`config.mk`:
```
export PLATFORM = sky130hd
export DESIGN_NAME = bp_cce_spec_table_flat
export DESIGN_NICKNAME = d
export VERILOG_FILES = /design/src/rtl/bp_me_pkg.sv /design/src/rtl/bp_cce_spec_table_if.sv /design/src/rtl/bsg_mem_1r1w.sv /design/src/rtl/bp_cce_spec_table.sv /design/src/flat_wrapper.sv
export SDC_FILE = /design/constraint.sdc
export NUM_CORES = 1
export LEC_CHECK = 0
export BUFFER_PORTS_ARGS = -buffer_cell sky130_fd_sc_hd__buf_4
export CELL_PAD_IN_SITES_DETAIL_PLACEMENT = 0
export CELL_PAD_IN_SITES_GLOBAL_PLACEMENT = 1
export CORE_MARGIN = 2
export CORE_UTILIZATION = 52
export DETAILED_ROUTE_END_ITERATION = 6
export HOLD_SLACK_MARGIN = 0.1
export PLACE_DENSITY = 0.92
export SLEW_MARGIN = 40
export SYNTH_ARGS = -nofsm -noshare
export SYNTH_HDL_FRONTEND = slang
export SYNTH_SLANG_ARGS = --single-unit
```
`constraint.sdc`:
```
create_clock -name clk_i -period 4.5 [get_ports clk_i]
set_input_delay 0.675 -clock clk_i [delete_from_list [all_inputs] [get_ports clk_i]]
set_output_delay 0.675 -clock clk_i [all_outputs]
set_load 0.03 [all_outputs]
```
`src/rtl/bp_me_pkg.sv`:
```
// Shared types for the CCE speculative-access table: coherence states,
// the per-way-group entry layout, the table FSM states and a field-merge helper.
package bp_me_pkg;

    // Coherence states carried in the forwarded-state field
    typedef enum logic [2:0] {
        e_COH_I = 3'b000,
        e_COH_S = 3'b001,
        e_COH_E = 3'b010,
        e_COH_F = 3'b011,
        e_COH_M = 3'b110,
        e_COH_O = 3'b111
    } bp_coh_states_e;

    // One table entry; field order fixes the bit layout used by the write mask
    typedef struct packed {
        logic           spec;
        logic           squash;
        logic           fwd_mod;
        bp_coh_states_e state;
    } bp_cce_spec_s;

    typedef enum logic [1:0] {
        e_reset = 2'd0,
        e_clear = 2'd1,
        e_ready = 2'd2
    } bp_cce_spec_table_state_e;

    localparam int spec_entry_width_lp = $bits(bp_cce_spec_s);
    localparam int coh_state_width_lp  = $bits(bp_coh_states_e);

    // Value every entry holds after the clear sweep
    localparam bp_cce_spec_s spec_entry_clear_lp = '{
        spec    : 1'b0,
        squash  : 1'b0,
        fwd_mod : 1'b0,
        state   : e_COH_I
    };

    // Bits set in mask take the new entry, the rest keep the old entry
    function automatic bp_cce_spec_s spec_merge(
        input bp_cce_spec_s                   old_entry,
        input bp_cce_spec_s                   new_entry,
        input logic [spec_entry_width_lp-1:0] mask
    );
        return bp_cce_spec_s'((old_entry & ~mask) | (new_entry & mask));
    endfunction

    // Expands the four per-field write enables into a per-bit entry mask
    function automatic logic [spec_entry_width_lp-1:0] spec_field_mask(
        input logic spec_en,
        input logic squash_en,
        input logic fwd_mod_en,
        input logic state_en
    );
        return {spec_en, squash_en, fwd_mod_en, {coh_state_width_lp{state_en}}};
    endfunction

endpackage

```
`src/rtl/bp_cce_spec_table_if.sv`:
```
// Access bus of the speculative-access table: one write port with per-field
// enables, one read port with a registered result, and the ready flag.
interface bp_cce_spec_table_if #(
    parameter int paddr_width_p = 40
) ();
    import bp_me_pkg::*;

    logic                     ready_o;

    logic                     w_v_i;
    logic [paddr_width_p-1:0] w_addr_i;
    logic                     spec_w_v_i;
    logic                     squash_w_v_i;
    logic                     fwd_mod_w_v_i;
    logic                     state_w_v_i;
    logic                     spec_i;
    logic                     squash_i;
    logic                     fwd_mod_i;
    bp_coh_states_e           state_i;

    logic                     r_v_i;
    logic [paddr_width_p-1:0] r_addr_i;

    logic                     r_v_o;
    logic                     spec_o;
    logic                     squash_o;
    logic                     fwd_mod_o;
    bp_coh_states_e           state_o;

    // Requester side (memory-response path / ucode)
    modport master (
        input  ready_o,
        output w_v_i, w_addr_i,
        output spec_w_v_i, squash_w_v_i, fwd_mod_w_v_i, state_w_v_i,
        output spec_i, squash_i, fwd_mod_i, state_i,
        output r_v_i, r_addr_i,
        input  r_v_o, spec_o, squash_o, fwd_mod_o, state_o
    );

    // Table side
    modport slave (
        output ready_o,
        input  w_v_i, w_addr_i,
        input  spec_w_v_i, squash_w_v_i, fwd_mod_w_v_i, state_w_v_i,
        input  spec_i, squash_i, fwd_mod_i, state_i,
        input  r_v_i, r_addr_i,
        output r_v_o, spec_o, squash_o, fwd_mod_o, state_o
    );

endinterface

```
`src/rtl/bsg_mem_1r1w.sv`:
```
// Unreset storage array with one bit-masked synchronous write port and one
// asynchronous read port. The caller registers the read data.
module bsg_mem_1r1w #(
    parameter int width_p = 6,
    parameter int els_p   = 64,
    parameter int lg_els_lp = $clog2(els_p)
) (
    input  logic                 clk_i,

    input  logic                 w_v_i,
    input  logic [lg_els_lp-1:0] w_addr_i,
    input  logic [width_p-1:0]   w_data_i,
    input  logic [width_p-1:0]   w_mask_i,

    input  logic [lg_els_lp-1:0] r_addr_i,
    output logic [width_p-1:0]   r_data_o
);

    logic [width_p-1:0] mem_q [els_p];

    // Only bits selected by the mask are written; the rest of the word keeps its contents
    always_ff @(posedge clk_i) begin
        if (w_v_i) begin
            for (int b = 0; b < width_p; b++) begin
                if (w_mask_i[b]) begin
                    mem_q[w_addr_i][b] <= w_data_i[b];
                end
            end
        end
    end

    // els_p is a power of two, so every address is in range
    assign r_data_o = mem_q[r_addr_i];

endmodule

```
`src/rtl/bp_cce_spec_table.sv`:
```
// Per-way-group speculative-access state table. After reset it sweeps every
// entry to the cleared value, then serves one read and one write per cycle.
// Reads are registered and see a same-cycle write to the same entry.
module bp_cce_spec_table
    import bp_me_pkg::*;
#(
    parameter int num_way_groups_p      = 64,
    parameter int paddr_width_p         = 40,
    parameter int block_size_in_bytes_p = 64
) (
    input  logic                clk_i,
    input  logic                reset_i,
    bp_cce_spec_table_if.slave  bus
);

    localparam int lg_block_lp = $clog2(block_size_in_bytes_p);
    localparam int lg_sets_lp  = $clog2(num_way_groups_p);
    localparam logic [lg_sets_lp-1:0] last_idx_lp = lg_sets_lp'(num_way_groups_p - 1);

    // ------------------------------------------------------------------
    // Index extraction; bits above the index field alias onto one entry
    // ------------------------------------------------------------------
    logic [paddr_width_p-1:0] w_addr;
    logic [paddr_width_p-1:0] r_addr;
    logic [lg_sets_lp-1:0]    w_idx;
    logic [lg_sets_lp-1:0]    r_idx;
    logic                     unused_addr_bits;

    assign w_addr = bus.w_addr_i;
    assign r_addr = bus.r_addr_i;
    assign w_idx  = w_addr[lg_block_lp +: lg_sets_lp];
    assign r_idx  = r_addr[lg_block_lp +: lg_sets_lp];
    // Offset and tag bits are intentionally ignored
    assign unused_addr_bits = ^{w_addr, r_addr};

    // ------------------------------------------------------------------
    // Initialisation FSM with clear sweep
    // ------------------------------------------------------------------
    bp_cce_spec_table_state_e state_q;
    logic [lg_sets_lp-1:0]    clear_idx_q;
    logic                     ready_q;

    // Sequence reset -> clear every index once -> ready until the next reset
    always_ff @(posedge clk_i or posedge reset_i) begin
        if (reset_i) begin
            state_q     <= e_reset;
            clear_idx_q <= '0;
            ready_q     <= 1'b0;
        end else begin
            unique case (state_q)
                e_reset: begin
                    state_q     <= e_clear;
                    clear_idx_q <= '0;
                end
                e_clear: begin
                    clear_idx_q <= clear_idx_q + lg_sets_lp'(1);
                    if (clear_idx_q == last_idx_lp) begin
                        state_q <= e_ready;
                        ready_q <= 1'b1;
                    end
                end
                e_ready: begin
                    ready_q <= 1'b1;
                end
                default: begin
                    state_q     <= e_reset;
                    clear_idx_q <= '0;
                    ready_q     <= 1'b0;
                end
            endcase
        end
    end

    // ------------------------------------------------------------------
    // External write: per-field mask, gated by ready
    // ------------------------------------------------------------------
    logic                           ext_w_v;
    logic                           clearing;
    bp_cce_spec_s                   w_entry;
    logic [spec_entry_width_lp-1:0] w_mask;

    assign ext_w_v  = ready_q & bus.w_v_i;
    assign clearing = (state_q == e_clear);
    assign w_mask   = spec_field_mask(bus.spec_w_v_i, bus.squash_w_v_i,
                                      bus.fwd_mod_w_v_i, bus.state_w_v_i)
                      & {spec_entry_width_lp{ext_w_v}};

    // Pack the incoming field data into an entry
    always_comb begin
        w_entry         = spec_entry_clear_lp;
        w_entry.spec    = bus.spec_i;
        w_entry.squash  = bus.squash_i;
        w_entry.fwd_mod = bus.fwd_mod_i;
        w_entry.state   = bus.state_i;
    end

    // ------------------------------------------------------------------
    // Storage write port: clear sweep has priority (external writes are
    // already gated off while not ready)
    // ------------------------------------------------------------------
    logic                           mem_w_v;
    logic [lg_sets_lp-1:0]          mem_w_addr;
    logic [spec_entry_width_lp-1:0] mem_w_data;
    logic [spec_entry_width_lp-1:0] mem_w_mask;
    logic [spec_entry_width_lp-1:0] mem_r_data;

    // Select between the clear sweep and the masked external write
    always_comb begin
        mem_w_v    = 1'b0;
        mem_w_addr = w_idx;
        mem_w_data = w_entry;
        mem_w_mask = w_mask;
        if (clearing) begin
            mem_w_v    = 1'b1;
            mem_w_addr = clear_idx_q;
            mem_w_data = spec_entry_clear_lp;
            mem_w_mask = '1;
        end else if (ext_w_v) begin
            mem_w_v    = 1'b1;
        end
    end

    bsg_mem_1r1w #(
        .width_p (spec_entry_width_lp),
        .els_p   (num_way_groups_p)
    ) mem (
        .clk_i    (clk_i),
        .w_v_i    (mem_w_v),
        .w_addr_i (mem_w_addr),
        .w_data_i (mem_w_data),
        .w_mask_i (mem_w_mask),
        .r_addr_i (r_idx),
        .r_data_o (mem_r_data)
    );

    // ------------------------------------------------------------------
    // Read path with write-first bypass and output register
    // ------------------------------------------------------------------
    logic         r_fire;
    logic         bypass;
    bp_cce_spec_s r_entry_d;
    bp_cce_spec_s r_entry_q;
    logic         r_v_q;

    assign r_fire = ready_q & bus.r_v_i;
    assign bypass = ext_w_v & (w_idx == r_idx);

    // A same-index write overlays only its enabled fields on the stored entry
    always_comb begin
        r_entry_d = spec_merge(bp_cce_spec_s'(mem_r_data), w_entry,
                               bypass ? w_mask : '0);
    end

    // Capture the read result; fields hold when no read is issued
    always_ff @(posedge clk_i or posedge reset_i) begin
        if (reset_i) begin
            r_v_q     <= 1'b0;
            r_entry_q <= spec_entry_clear_lp;
        end else begin
            r_v_q <= r_fire;
            if (r_fire) begin
                r_entry_q <= r_entry_d;
            end
        end
    end

    assign bus.ready_o   = ready_q;
    assign bus.r_v_o     = r_v_q;
    assign bus.spec_o    = r_entry_q.spec;
    assign bus.squash_o  = r_entry_q.squash;
    assign bus.fwd_mod_o = r_entry_q.fwd_mod;
    assign bus.state_o   = r_entry_q.state;

    // Flag requests that arrive before initialisation completes (they are dropped)
    always_ff @(posedge clk_i) begin
        if (!reset_i && !ready_q) begin
            assert (!(bus.w_v_i || bus.r_v_i))
            else $warning("spec table access while not ready is ignored");
        end
    end

endmodule

```
`src/flat_wrapper.sv`:
```
// flat-port wrapper written by rule: the top's interface ports become plain ports
module bp_cce_spec_table_flat import bp_me_pkg::*;
#(
    parameter int num_way_groups_p      = 64,
    parameter int paddr_width_p         = 40,
    parameter int block_size_in_bytes_p = 64
)
  (clk_i, reset_i, bus_ready_o, bus_w_v_i, bus_w_addr_i, bus_spec_w_v_i, bus_squash_w_v_i, bus_fwd_mod_w_v_i, bus_state_w_v_i, bus_spec_i, bus_squash_i, bus_fwd_mod_i, bus_state_i, bus_r_v_i, bus_r_addr_i, bus_r_v_o, bus_spec_o, bus_squash_o, bus_fwd_mod_o, bus_state_o);
  bp_cce_spec_table_if #(.paddr_width_p(paddr_width_p)) bus_i ();
  input  logic clk_i;
  input  logic reset_i;
  output wire logic [$bits(bus_i.ready_o)-1:0] bus_ready_o;
  input wire logic [$bits(bus_i.w_v_i)-1:0] bus_w_v_i;
  input wire logic [$bits(bus_i.w_addr_i)-1:0] bus_w_addr_i;
  input wire logic [$bits(bus_i.spec_w_v_i)-1:0] bus_spec_w_v_i;
  input wire logic [$bits(bus_i.squash_w_v_i)-1:0] bus_squash_w_v_i;
  input wire logic [$bits(bus_i.fwd_mod_w_v_i)-1:0] bus_fwd_mod_w_v_i;
  input wire logic [$bits(bus_i.state_w_v_i)-1:0] bus_state_w_v_i;
  input wire logic [$bits(bus_i.spec_i)-1:0] bus_spec_i;
  input wire logic [$bits(bus_i.squash_i)-1:0] bus_squash_i;
  input wire logic [$bits(bus_i.fwd_mod_i)-1:0] bus_fwd_mod_i;
  input wire logic [$bits(bus_i.state_i)-1:0] bus_state_i;
  input wire logic [$bits(bus_i.r_v_i)-1:0] bus_r_v_i;
  input wire logic [$bits(bus_i.r_addr_i)-1:0] bus_r_addr_i;
  output wire logic [$bits(bus_i.r_v_o)-1:0] bus_r_v_o;
  output wire logic [$bits(bus_i.spec_o)-1:0] bus_spec_o;
  output wire logic [$bits(bus_i.squash_o)-1:0] bus_squash_o;
  output wire logic [$bits(bus_i.fwd_mod_o)-1:0] bus_fwd_mod_o;
  output wire logic [$bits(bus_i.state_o)-1:0] bus_state_o;
  assign bus_ready_o = bus_i.ready_o;
  assign bus_i.w_v_i = bus_w_v_i;
  assign bus_i.w_addr_i = bus_w_addr_i;
  assign bus_i.spec_w_v_i = bus_spec_w_v_i;
  assign bus_i.squash_w_v_i = bus_squash_w_v_i;
  assign bus_i.fwd_mod_w_v_i = bus_fwd_mod_w_v_i;
  assign bus_i.state_w_v_i = bus_state_w_v_i;
  assign bus_i.spec_i = bus_spec_i;
  assign bus_i.squash_i = bus_squash_i;
  assign bus_i.fwd_mod_i = bus_fwd_mod_i;
  assign bus_i.state_i = bus_state_i;
  assign bus_i.r_v_i = bus_r_v_i;
  assign bus_i.r_addr_i = bus_r_addr_i;
  assign bus_r_v_o = bus_i.r_v_o;
  assign bus_spec_o = bus_i.spec_o;
  assign bus_squash_o = bus_i.squash_o;
  assign bus_fwd_mod_o = bus_i.fwd_mod_o;
  assign bus_state_o = bus_i.state_o;
  bp_cce_spec_table #(.num_way_groups_p(num_way_groups_p), .paddr_width_p(paddr_width_p), .block_size_in_bytes_p(block_size_in_bytes_p)) u_core (.clk_i(clk_i), .reset_i(reset_i), .bus(bus_i));
endmodule
```
=== Word level (Yosys, flattened, before mapping) ===
Memory sizes are Yosys's and may differ from the RTL's.
Cells that the tools add are included.

* Input bits: 94
* Memories kept: 1
* Memory bits (writable): 384
* Register bits after elaboration: 16

{| class="wikitable"
|+ Memory list
! memory !! words !! bits a word !! rd ports !! clocked after memory_dff !! wr ports !! RTL line !! source
|-
| u_core.mem.mem_q || 64 || 6 || 1 || 0 || 1 || bsg_mem_1r1w.sv:19 || <nowiki>logic [width_p-1:0] mem_q [els_p];</nowiki>
|}

* Reductions and logical operators: 3
* Mux-type cells: 29
* Equality and inequality tests: 5
* Bitwise logic cells: 10
* $add $sub $neg: 1

{| class="wikitable"
|+ Operators with widths
! cell !! count
|-
| $mux 6 || 4
|-
| $mux 1 || 21
|-
| $and 6x6->6 || 3
|-
| $pmux 6 s2 || 1
|-
| $add 6x1->6 const B || 1
|-
| $eq 6x6->1 || 1
|-
| $eq 6x6->1 const B || 1
|-
| $not 6->6 || 1
|-
| $or 6x6->6 || 1
|-
| $pmux 2 s3 || 1
|-
| $reduce_and 2->1 || 2
|-
| $and 1x1->1 || 3
|-
| $pmux 1 s3 || 1
|-
| $eq 2x1->1 const B || 1
|-
| $eq 2x2->1 const B || 1
|-
| $logic_not 2->1 || 1
|-
| $mux 2 || 1
|-
| $ne 2x2->1 const B || 1
|-
| $not 1->1 || 2
|}

=== Logic depth before layout (Yosys ltp) ===
Gate-level depths: netlist of the first run.

* Depth in word-level cells: 6
* Mapped depth: 9

=== Cells and area by module ===
A second synthesis of the first run with hierarchy kept.

* Cell total of the unflattened synthesis: 1267
* Area total of the unflattened synthesis: 17749.5 um2

{| class="wikitable"
|+ By module, submodules not included
! module !! area an instance (um2) !! cells each !! times used
|-
| bsg_mem_1r1w || 16676.0 || 1144 || 1
|-
| bp_cce_spec_table || 1073.5 || 123 || 1
|}

=== Least setup slack after synthesis of the first run ===
Ideal clock, no wire load.

* Kind: register to register
* From: register u_core.state_q[1]
* To: memory u_core.mem.mem_q[0][0] (data pin)
* Path slack: 1.194 ns
* Setup time: 0.514 ns
* Clock period less this slack: 3.306 ns
* Stages on the path, launching flop included: 7
* Arrival time: 2.791 ns
* Data required time: 3.986 ns
* Cell sequence: dfrtp_1 inv_1 ha_1 clkbuf_1 clkbuf_1 buf_1 nor2b_1

* Cells in the longest elaborated chain, start to end: 2

{| class="wikitable"
|+ Ends and longest elaborated chain
! element !! RTL line !! source
|-
| from (decl) || bp_cce_spec_table.sv:39 || <nowiki>bp_cce_spec_table_state_e state_q;</nowiki>
|-
| from (signal assigned) || bp_cce_spec_table.sv:46 || <nowiki>state_q <= e_reset;</nowiki>
|-
| from (signal assigned) || bp_cce_spec_table.sv:52 || <nowiki>state_q <= e_clear;</nowiki>
|-
| from (signal assigned) || bp_cce_spec_table.sv:58 || <nowiki>state_q <= e_ready;</nowiki>
|-
| $eq 2x1->1 || bp_cce_spec_table.sv:83 || <nowiki>assign clearing = (state_q == e_clear);</nowiki>
|-
| $mux 6 || bp_cce_spec_table.sv:113 || <nowiki>if (clearing) begin</nowiki>
|-
| named net u_core.mem.w_data_i[0] || bsg_mem_1r1w.sv:12 || <nowiki>input logic [width_p-1:0] w_data_i,</nowiki>
|-
| to (decl) || bsg_mem_1r1w.sv:19 ||
|}

The timed path passes the listed nets, and every way through them passes these cells.

=== Worst setup path after layout of the first run ===
* From: register u_core.state_q[1]
* To: memory u_core.mem.mem_q[7][2] (enable)

* Cells in the longest elaborated chain, start to end: 5
* Elaborated cells on any way between the ends: 7

{| class="wikitable"
|+ Ends and longest elaborated chain
! element !! RTL line !! source
|-
| $eq 2x1->1 * || bp_cce_spec_table.sv:83 ||
|-
| $mux 6 || bp_cce_spec_table.sv:113 ||
|-
| $mux 1 || bsg_mem_1r1w.sv:25 || <nowiki>if (w_mask_i[b]) begin</nowiki>
|-
| $mux 1 || bsg_mem_1r1w.sv:23 || <nowiki>if (w_v_i) begin</nowiki>
|-
| $mux 1 (implied by the code) || bsg_mem_1r1w.sv:26 || <nowiki>mem_q[w_addr_i][b] <= w_data_i[b];</nowiki>
|}

Every way passes the cells marked *; elsewhere a longest branch is shown, timed or not.

==> out/results.txt, run 1 <==
The biggest area contributor in the post-synthesis netlist is edfxtp_1. For the initial cell density of the core, the log shows 53.0%. Entering global routing, the biggest net connects 60 pins.

The clock period minus final worst setup slack is 3280 ps. The run gives 61.2 mm as the first-pass GRT wire length. STA classifies the critical path endpoint as a flop. The floorplan has 66 rows. The tools report the maximum frequency from static timing analysis as 305 MHz.

The total number of nets in the final design was 1226; the register clock-pin slew on the reported worst setup and hold paths was 60 ps. Summing all non-filler instances in the final layout gives an area of 19500 um^2. In the synthesized netlist the dominant register cell turns out to be edfxtp_1. Clock tree synthesis found a total of 400 sinks. The share of post-route cells with drive strength above 1 is 21.0%. For the count of warnings emitted by yosys, the log shows 0.

The start point of the critical path was u_core.state_q[1]. Total grt overflow: 0. The total nets after synthesis is 1202, and the number of enable-type register cells in the synthesized netlist is 384.

A synthesized cell averages 15.7 um^2. The max-slew headroom at the worst pin was 43.2%; the number of global-route vias before repair was 10300. The gate count of the mapped netlist came out at 1103. The tools report the buffer depth of the longest clock path as 3.

The initial antenna violation count is 0, and the power density over cell area is 394 nW/um^2. The number of maximum-capacitance violations came out at 0. The net switching power of the design is 1.48 mW, and the post-cts repair resize count is 0.

The termination of the worst setup path was u_core.mem.mem_q[7][2]. Summing all flip-flop and latch instances after layout gives 11900 um^2. The clock power share is 45.0%. Clock tree synthesis inserted a total of 40 buffers.

For the number of max-slew violations in the final report, the log shows 0. The worst-case IR drop observed on VDD is 0.270 mV. The tightest min-delay check is of the in -> async type.

The run gives 10200 as the total number of vias. The detailed router finished its first iteration with 1345 violations. In this run the remaining antenna-violating nets after routing total 0.

Of the total power, the share spent switching nets is 19.2%. The multi-input combinational cells in the finished layout cover a total of 4990 um^2. For this design the static power due to leakage is 5.58 nW. Total internal power: 6.21 mW. Setup repair after global routing left no endpoint under its margin. The number of different library cells used by synthesis comes to 52. Worst flop-to-flop path startpoint: u_core.state_q[1].

The logs give 0 for the number of hold buffers added after cts and 3450 ps for the data arrival time of the critical path. Kind of critical path: reg -> reg. STA classifies the critical path startpoint as a flop.

The run finished with clean final reports. The first-pass iteration count of the detailed router came out at 5. The routed via count divided by cell count is 6.35, and the transition at the pin with the smallest max-transition slack is 850 ps. The tools report the floorplan die area as 34700 um^2. TritonCTS built the clock tree. The congestion estimate from routability-driven global placement came to 0.870.

The floorplan step set the die width to 186 um. The area growth from synthesis to layout is 12.9%. The antenna diode count was 0. The run gives 2377 as the number of fillers in the final layout. The worst path setup slack after routing was 1220 ps; the placeable core area was 32600 um^2. Dividing the final minimum period by the clock period gives 72.8%. The mapped netlist covers 17300 um^2. For the final database, setup skew stands at 15.9 ps.

Summed over all failing endpoints, the final setup total negative slack is 0 ps. Of the total power, combinational logic draws 2.7%. After detailed routing, the total wire length is 40.2 mm. During I/O placement, the number of pins put on the boundary was 102. The fraction of power consumed by sequential logic was 52.3%. The number of H-tree levels was 2.

For the latest clock arrival within the worst-skew pair, the log shows 540 ps. After detailed routing, the number of remaining DRC violations is 0. Final setup violation count: 0. The setup check on the worst reg-to-reg path leaves a slack of 1220 ps. Global routing consumed, over all layers together, 24.0% of the routing resources. Timing analysis after detailed placement gives a worst setup slack of 1280 ps.

CTS placed an instance of clkbuf_16 at the clock tree root. Yosys attributes the largest share of cell area to edfxtp_1 (67%), mux4_2 (13%), nor3_1 (3.5%). The top-area cell type share of the netlist area is 66.7%, and the share of async-settable or async-resettable flops after synthesis is 4.00%. Dividing the detail-routed wire length by the instance count gives 25.2 um. The logs give 69.1% for the share of synthesized area occupied by flip-flops and latches and 0 for the total count of hold-check failures in the final report. The placed instances occupy a cell area of 18100 um^2. Counting cells, the worst reg-to-reg path comes to 7. The half-perimeter wire length after detailed placement was 25.3 mm; the peak fanout along the critical path was 27. Buffers added to address setup during post-CTS repair amount to 0.

In this run the vertical extent of the chip is 186 um. Total of buffers placed on input and output ports: 33. At the worst endpoint, the required time is 4680 ps.

The worst register-to-register path ends at u_core.mem.mem_q[7][2]. The synthesized design contains 400 register bits.
[worst max-delay path: stages, from the launching register on]
cell and delay, ps:
dfrtp_1 380, inv_1 120, ha_2 610, buf_4 370, mux2_2 330, nand2_1 350, buf_12 310, nor3_1 440
[Yosys cell counts (2+ instances only)]
library cell and n:
clkbuf_1 52, a21oi_1 12, ha_1 5, a221oi_1 2, xor2_1 4, nor3_1 122
a31oi_1 6, a211oi_1 2, dfrtp_1 16, o21ai_1 8, and3_1 2, mux4_2 98
nand2b_1 6, mux2_2 4, a32oi_1 3, o32ai_1 2, nand3b_1 3, edfxtp_1 384
buf_2 12, nand3_1 28, o2111ai_1 5, a2bb2oi_1 5, buf_1 15, o21ai_0 6
inv_2 3, inv_1 7, nand2_1 59, o31ai_1 2, buf_4 5, nor2_1 153
mux2i_1 33, nor2b_1 9, a22o_1 2, xnor2_1 4, o311ai_1 2, nand4_1 6
[worst min-delay path by stage]
stage	depth (start not counted)	slack (ps)	startpoint	end
2_1_floorplan	2	520	u_core.clear_idx_q[2]	u_core.clear_idx_q[2]
3_3_place_gp	2	550	u_core.bus.state_o[1]	u_core.bus.state_o[1]
3_5_place_dp	2	550	u_core.bus.state_o[0]	u_core.bus.state_o[0]
4_1_cts	2	160	reset_i	u_core.bus.state_o[0]
5_1_grt	2	190	reset_i	u_core.bus.state_o[0]
6_report	2	170	reset_i	u_core.bus.state_o[0]
[layout make-up]
type / instances / area share, %
Sequential cell: 400 / 61.1
Multi-Input combinational cell: 606 / 25.6
Clock buffer: 48 / 5.50
Timing Repair Buffer: 68 / 3.21
Tap cell: 442 / 2.83
Clock inverter: 23 / 1.51
Inverter: 11 / 0.212
[logic make-up (layout without fill, tap and decap cells)]
kind of cell	after synthesis	after routing	synth area share (%)
flops	400	400	69.1
xor+xnor	8	8	0.405
simple gates	393	393	10.1
fa+ha+maj	5	5	0.362
compound gates	63	63	2.48
buf+inv	97	150	2.41
mux	137	137	15.2
[routing by layer]
layer  part of all wire [%]  wire length [um]  vias to the layer above  GRT usage [%]
met4                    3.1              1240                        0           8.44
met1                     38             15300                     5119           31.9
met3                     10              4220                       94           6.21
li1                       -                 -                     4345              -
met2                     48             19400                      596           38.9
met5                      0                 0                        -              0
[power groups by stage]
stage                     registers (mW)  logic [mW]  clock network [mW]
after floorplan                     4.10       0.139                   0
after global placement              4.10       0.206                   0
after detailed placement            4.10       0.209                   0
after CTS                           4.02       0.210                3.50
after global routing                4.01       0.222                3.64
final                               4.02       0.210                3.46
[cells in the final DEF, fill, tap and decap left out, drive strengths merged, types with 12 or more instances in the layout]
master and instances:
buf 68, dfrtp 16, nor2 153, clkinv 16
mux2i 33, mux4 99, a21oi 12, nand3 28
o21ai 14, nor3 122, edfxtp 384, nand2 59
clkbuf 48
[metrics by stage]
| step | power (mW) | cells | utilization (%) | hold slack [ps] |
|---|---|---|---|---|
| after floorplan | 4.23 | 1103 | - | 521 |
| after global placement | 4.30 | 1520 | 55.2 | 550 |
| after detailed placement | 4.31 | 1527 | 55.6 | 545 |
| after CTS | 7.73 | 1598 | 59.8 | 162 |
| after global routing | 7.87 | 1598 | 59.8 | 194 |
| final | 7.68 | 1598 | 59.8 | 174 |
[flip-flops by register name, indices dropped and copies added (netlist names)]
signal	flops
u_core.state_q	2
u_core.bus.ready_o	1
u_core.bus.spec_o	1
u_core.bus.r_v_o	1
u_core.bus.state_o	3
u_core.mem.mem_q	384
u_core.clear_idx_q	6
u_core.bus.fwd_mod_o	1
u_core.bus.squash_o	1
Power figures use the tool's default switching activity.
==> inputs of run 2 (changes only) <==
--- a/config.mk
+++ b/config.mk
@@ -9,10 +9,10 @@
 export CELL_PAD_IN_SITES_DETAIL_PLACEMENT = 0
 export CELL_PAD_IN_SITES_GLOBAL_PLACEMENT = 1
 export CORE_MARGIN = 2
-export CORE_UTILIZATION = 52
+export CORE_UTILIZATION = 47
 export DETAILED_ROUTE_END_ITERATION = 6
 export HOLD_SLACK_MARGIN = 0.1
-export PLACE_DENSITY = 0.92
+export PLACE_DENSITY = 0.88
 export SLEW_MARGIN = 40
 export SYNTH_ARGS = -nofsm -noshare
 export SYNTH_HDL_FRONTEND = slang
==> constraint.sdc (replaced) <==
create_clock -name clk_i -period 2.9 [get_ports clk_i]
set_input_delay 0.435 -clock clk_i [delete_from_list [all_inputs] [get_ports clk_i]]
set_output_delay 0.435 -clock clk_i [all_outputs]
set_load 0.03 [all_outputs]
==> run 2 against run 1 <==
Cell count rose by 3.5%. Worst setup slack lost 900 ps. Core utilization down 5.6 points. Clock-buffer cell count up 4. Non-clock buffer count grew 28. Maximum frequency is 27% higher. Clock power increased by 47%. Sequential share of layout area is 0.80 points lower. Global-route usage shrank 2.0 points. Sequential power is 55% higher. Die area rose by 10%.
==> out/results.txt, run 2 (synthesis gave the netlist of run 1 again) <==
The flow ran to the end, and the final reports show no timing, DRC or antenna violations. The logs give 47.4% (-5.5 points) for the initial cell density of the core and 1462 (+8.7%) for the number of design-rule violations left by the first detailed-router iteration. The placeable core area is 36400 um^2 (+12%), and the register clock-pin slew on the reported worst setup and hold paths is 60 ps (about the same).

The final worst clock skew is 25.7 ps (+9.81 ps). The floorplan row count came out at 70 (+6.1%). The required time at the endpoint of the critical path is 3110 ps (-1570 ps). The tools report the first-pass iteration count of the detailed router as 5 (unchanged).

The TritonCTS buffer count was 41 (+2.5%); the die width was 196 um (+5.1%). The buffer depth of the longest clock path was 3 (unchanged). The kind of critical path is reg -> reg. More flip-flops sit in one register than any other, and that register is u_core.mem.mem_q. The run gives 0 (unchanged) as the number of maximum-capacitance violations. STA classifies the critical path endpoint as a flop. The logs give 47 (-22%) for the largest net degree at the start of global routing and 0 (unchanged) for the antenna diode count. In the layout the commonest cells are edfxtp_1 (384), nor2_1 (153), nor3_1 (122). The transition at the pin with the smallest max-transition slack is 771 ps (-78.3 ps), and the period utilization is 88.6% (+16 points). For the maximum frequency from static timing analysis, the log shows 389 MHz (+27%). Setup repair after global routing left no endpoint under its margin. The number of max-slew violations in the final report was 0 (unchanged); the max-slew headroom at the worst pin was 48.6% (+5.4 points). TritonCTS built the clock tree. The type of the tightest min-delay check was in -> reg. The share of post-route cells with drive strength above 1 was 22.4% (+1.4 points). The total clock sinks is 400 (unchanged), and the data arrival time of the critical path is 2780 ps (-670 ps). The run gives 41.4 mm (+3.0%) as the detailed-route wire length. The clock period minus final worst setup slack was 2570 ps (-705 ps); the number of instances in the placed design was 1580 (+3.5%).

For the total number of vias, the log shows 10200 (+0.50%). The placer's final routability congestion estimate was 0.889 (+2.2%); the power density over cell area was 590 nW/um^2 (+50%). The number of fillers in the final layout was 2818 (+19%). The total grt overflow came out at 0 (unchanged). The total of buffers placed on input and output ports was 33 (unchanged). The run gives 540 ps (about the same) as the latest clock arrival within the worst-skew pair. Relative to the synthesized area, the layout overhead comes to 14.4%. For the initial antenna violation count, the log shows 0 (unchanged). The tools report the post-CTS setup-driven buffer insertion count as 0 (unchanged). The remaining number of nets flagged by the antenna check after routing was 0 (unchanged).

The number of top-level pins came out at 102 (unchanged). In this run the clock root is driven by a clkbuf_16. The tools report the number of global-route vias before repair as 10500 (+2.2%). The total number of nets in the final design was 1255 (+2.4%); the die height was 196 um (+5.1%). The average routed wire per standard cell was 25.1 um (-0.49%). The total count of hold-check failures in the final report came out at 0 (unchanged).

For the count of non-filler cells in the finished layout, the log shows 1654 (+3.5%). Final design utilization: 54.3% (-5.6 points). STA classifies the critical path startpoint as a flop. The peak fanout along the critical path came out at 25 (-7.4%).

The logs give 26.0 mm (+2.8%) for the half-perimeter wire length after detailed placement and 0 (unchanged) for the number of remaining DRC errors. The logs give 5.70 nW (+2.2%) for the leakage dissipation and 38300 um^2 (+10%) for the floorplan die area. The run gives 2 (unchanged) as the number of H-tree levels. Leaving out fill and tap cells, the most frequent cell in the layout is edfxtp_1. The overall track demand over capacity in global routing was 22.0% (-2.0 points); the final worst hold slack was 249 ps (+75.6 ps). The maximum vdd ir drop was 0.475 mV (+75%).

The routed via count divided by cell count came out at 6.17 (-2.9%). The logs give 62.5 mm (+2.1%) for the first-pass GRT wire length and 0 (unchanged) for the final setup violation count. The number of flip-flops in the largest register was 384 (unchanged).
run 2: layout make-up:
cell class	count	area, um^2	area share, %
Clock buffer	52	1100	5.56
Clock inverter	21	199	1.01
Inverter	11	41.3	0.209
Multi-Input combinational cell	606	5010	25.3
Sequential cell	400	11900	60.3
Tap cell	468	586	2.96
Timing Repair Buffer	96	906	4.58
run 2: timing repair:
action,CTS,global route
endpoints found under the setup margin,0,25
hold endpoints to repair,16,0
hold buffers,1,0
gates resized for setup,0,1
run 2: where the power goes:
| group | internal, mW | switching [mW] | total [mW] |
|---|---|---|---|
| Sequential | 6.23 | 0 | 6.23 |
| Combinational | 0.160 | 0.201 | 0.362 |
| Clock | 2.95 | 2.12 | 5.08 |
run 2: metrics by stage:
step / setup slack (ps) / setup TNS (ps) / cell area [um^2] / power (mW)
after floorplan: -406 / -155750 / 17300 / 6.57
after global placement: 276 / 0 / 18300 / 6.71
after global routing: 155 / 0 / 19800 / 12.0
after detailed placement: 176 / 0 / 18500 / 6.71
after CTS: 190 / 0 / 19800 / 11.7
final: 329 / 0 / 19800 / 11.7
run 2: final timing paths:
path	end	start	depth (start not counted)	slack (ps)
setup / recovery	u_core.mem.mem_q[46][1]	u_core.state_q[1]	6	330
hold / removal	u_core.bus.squash_o	bus_squash_i	3	250
setup reg to reg	u_core.mem.mem_q[46][1]	u_core.state_q[1]	6	330
hold reg to reg	u_core.bus.state_o[0]	u_core.bus.state_o[0]	2	580
max in group asynchronous	u_core.clear_idx_q[4]	reset_i	3	2010
min in group asynchronous	u_core.bus.r_v_o	reset_i	3	510
run 2: per-layer routing:
layer  vias to the layer above  global-route usage, %  wire (um)  part of all wire [%]
met2                       535                   35.5      19800                    48
met3                       102                   5.50       4300                    10
li1                       4397                      -          -                     -
met5                         -                   1.53         77                  0.19
met1                      5169                   29.5      16000                    39
met4                         2                   7.52       1310                   3.2
run 2: worst max-delay path, cell delays in order, from the launching register on:
cell	delay (ps)
dfrtp_1	380
inv_1	150
ha_4	340
nand3b_1	110
o21ai_1	280
nand2_1	560
nor2_1	420
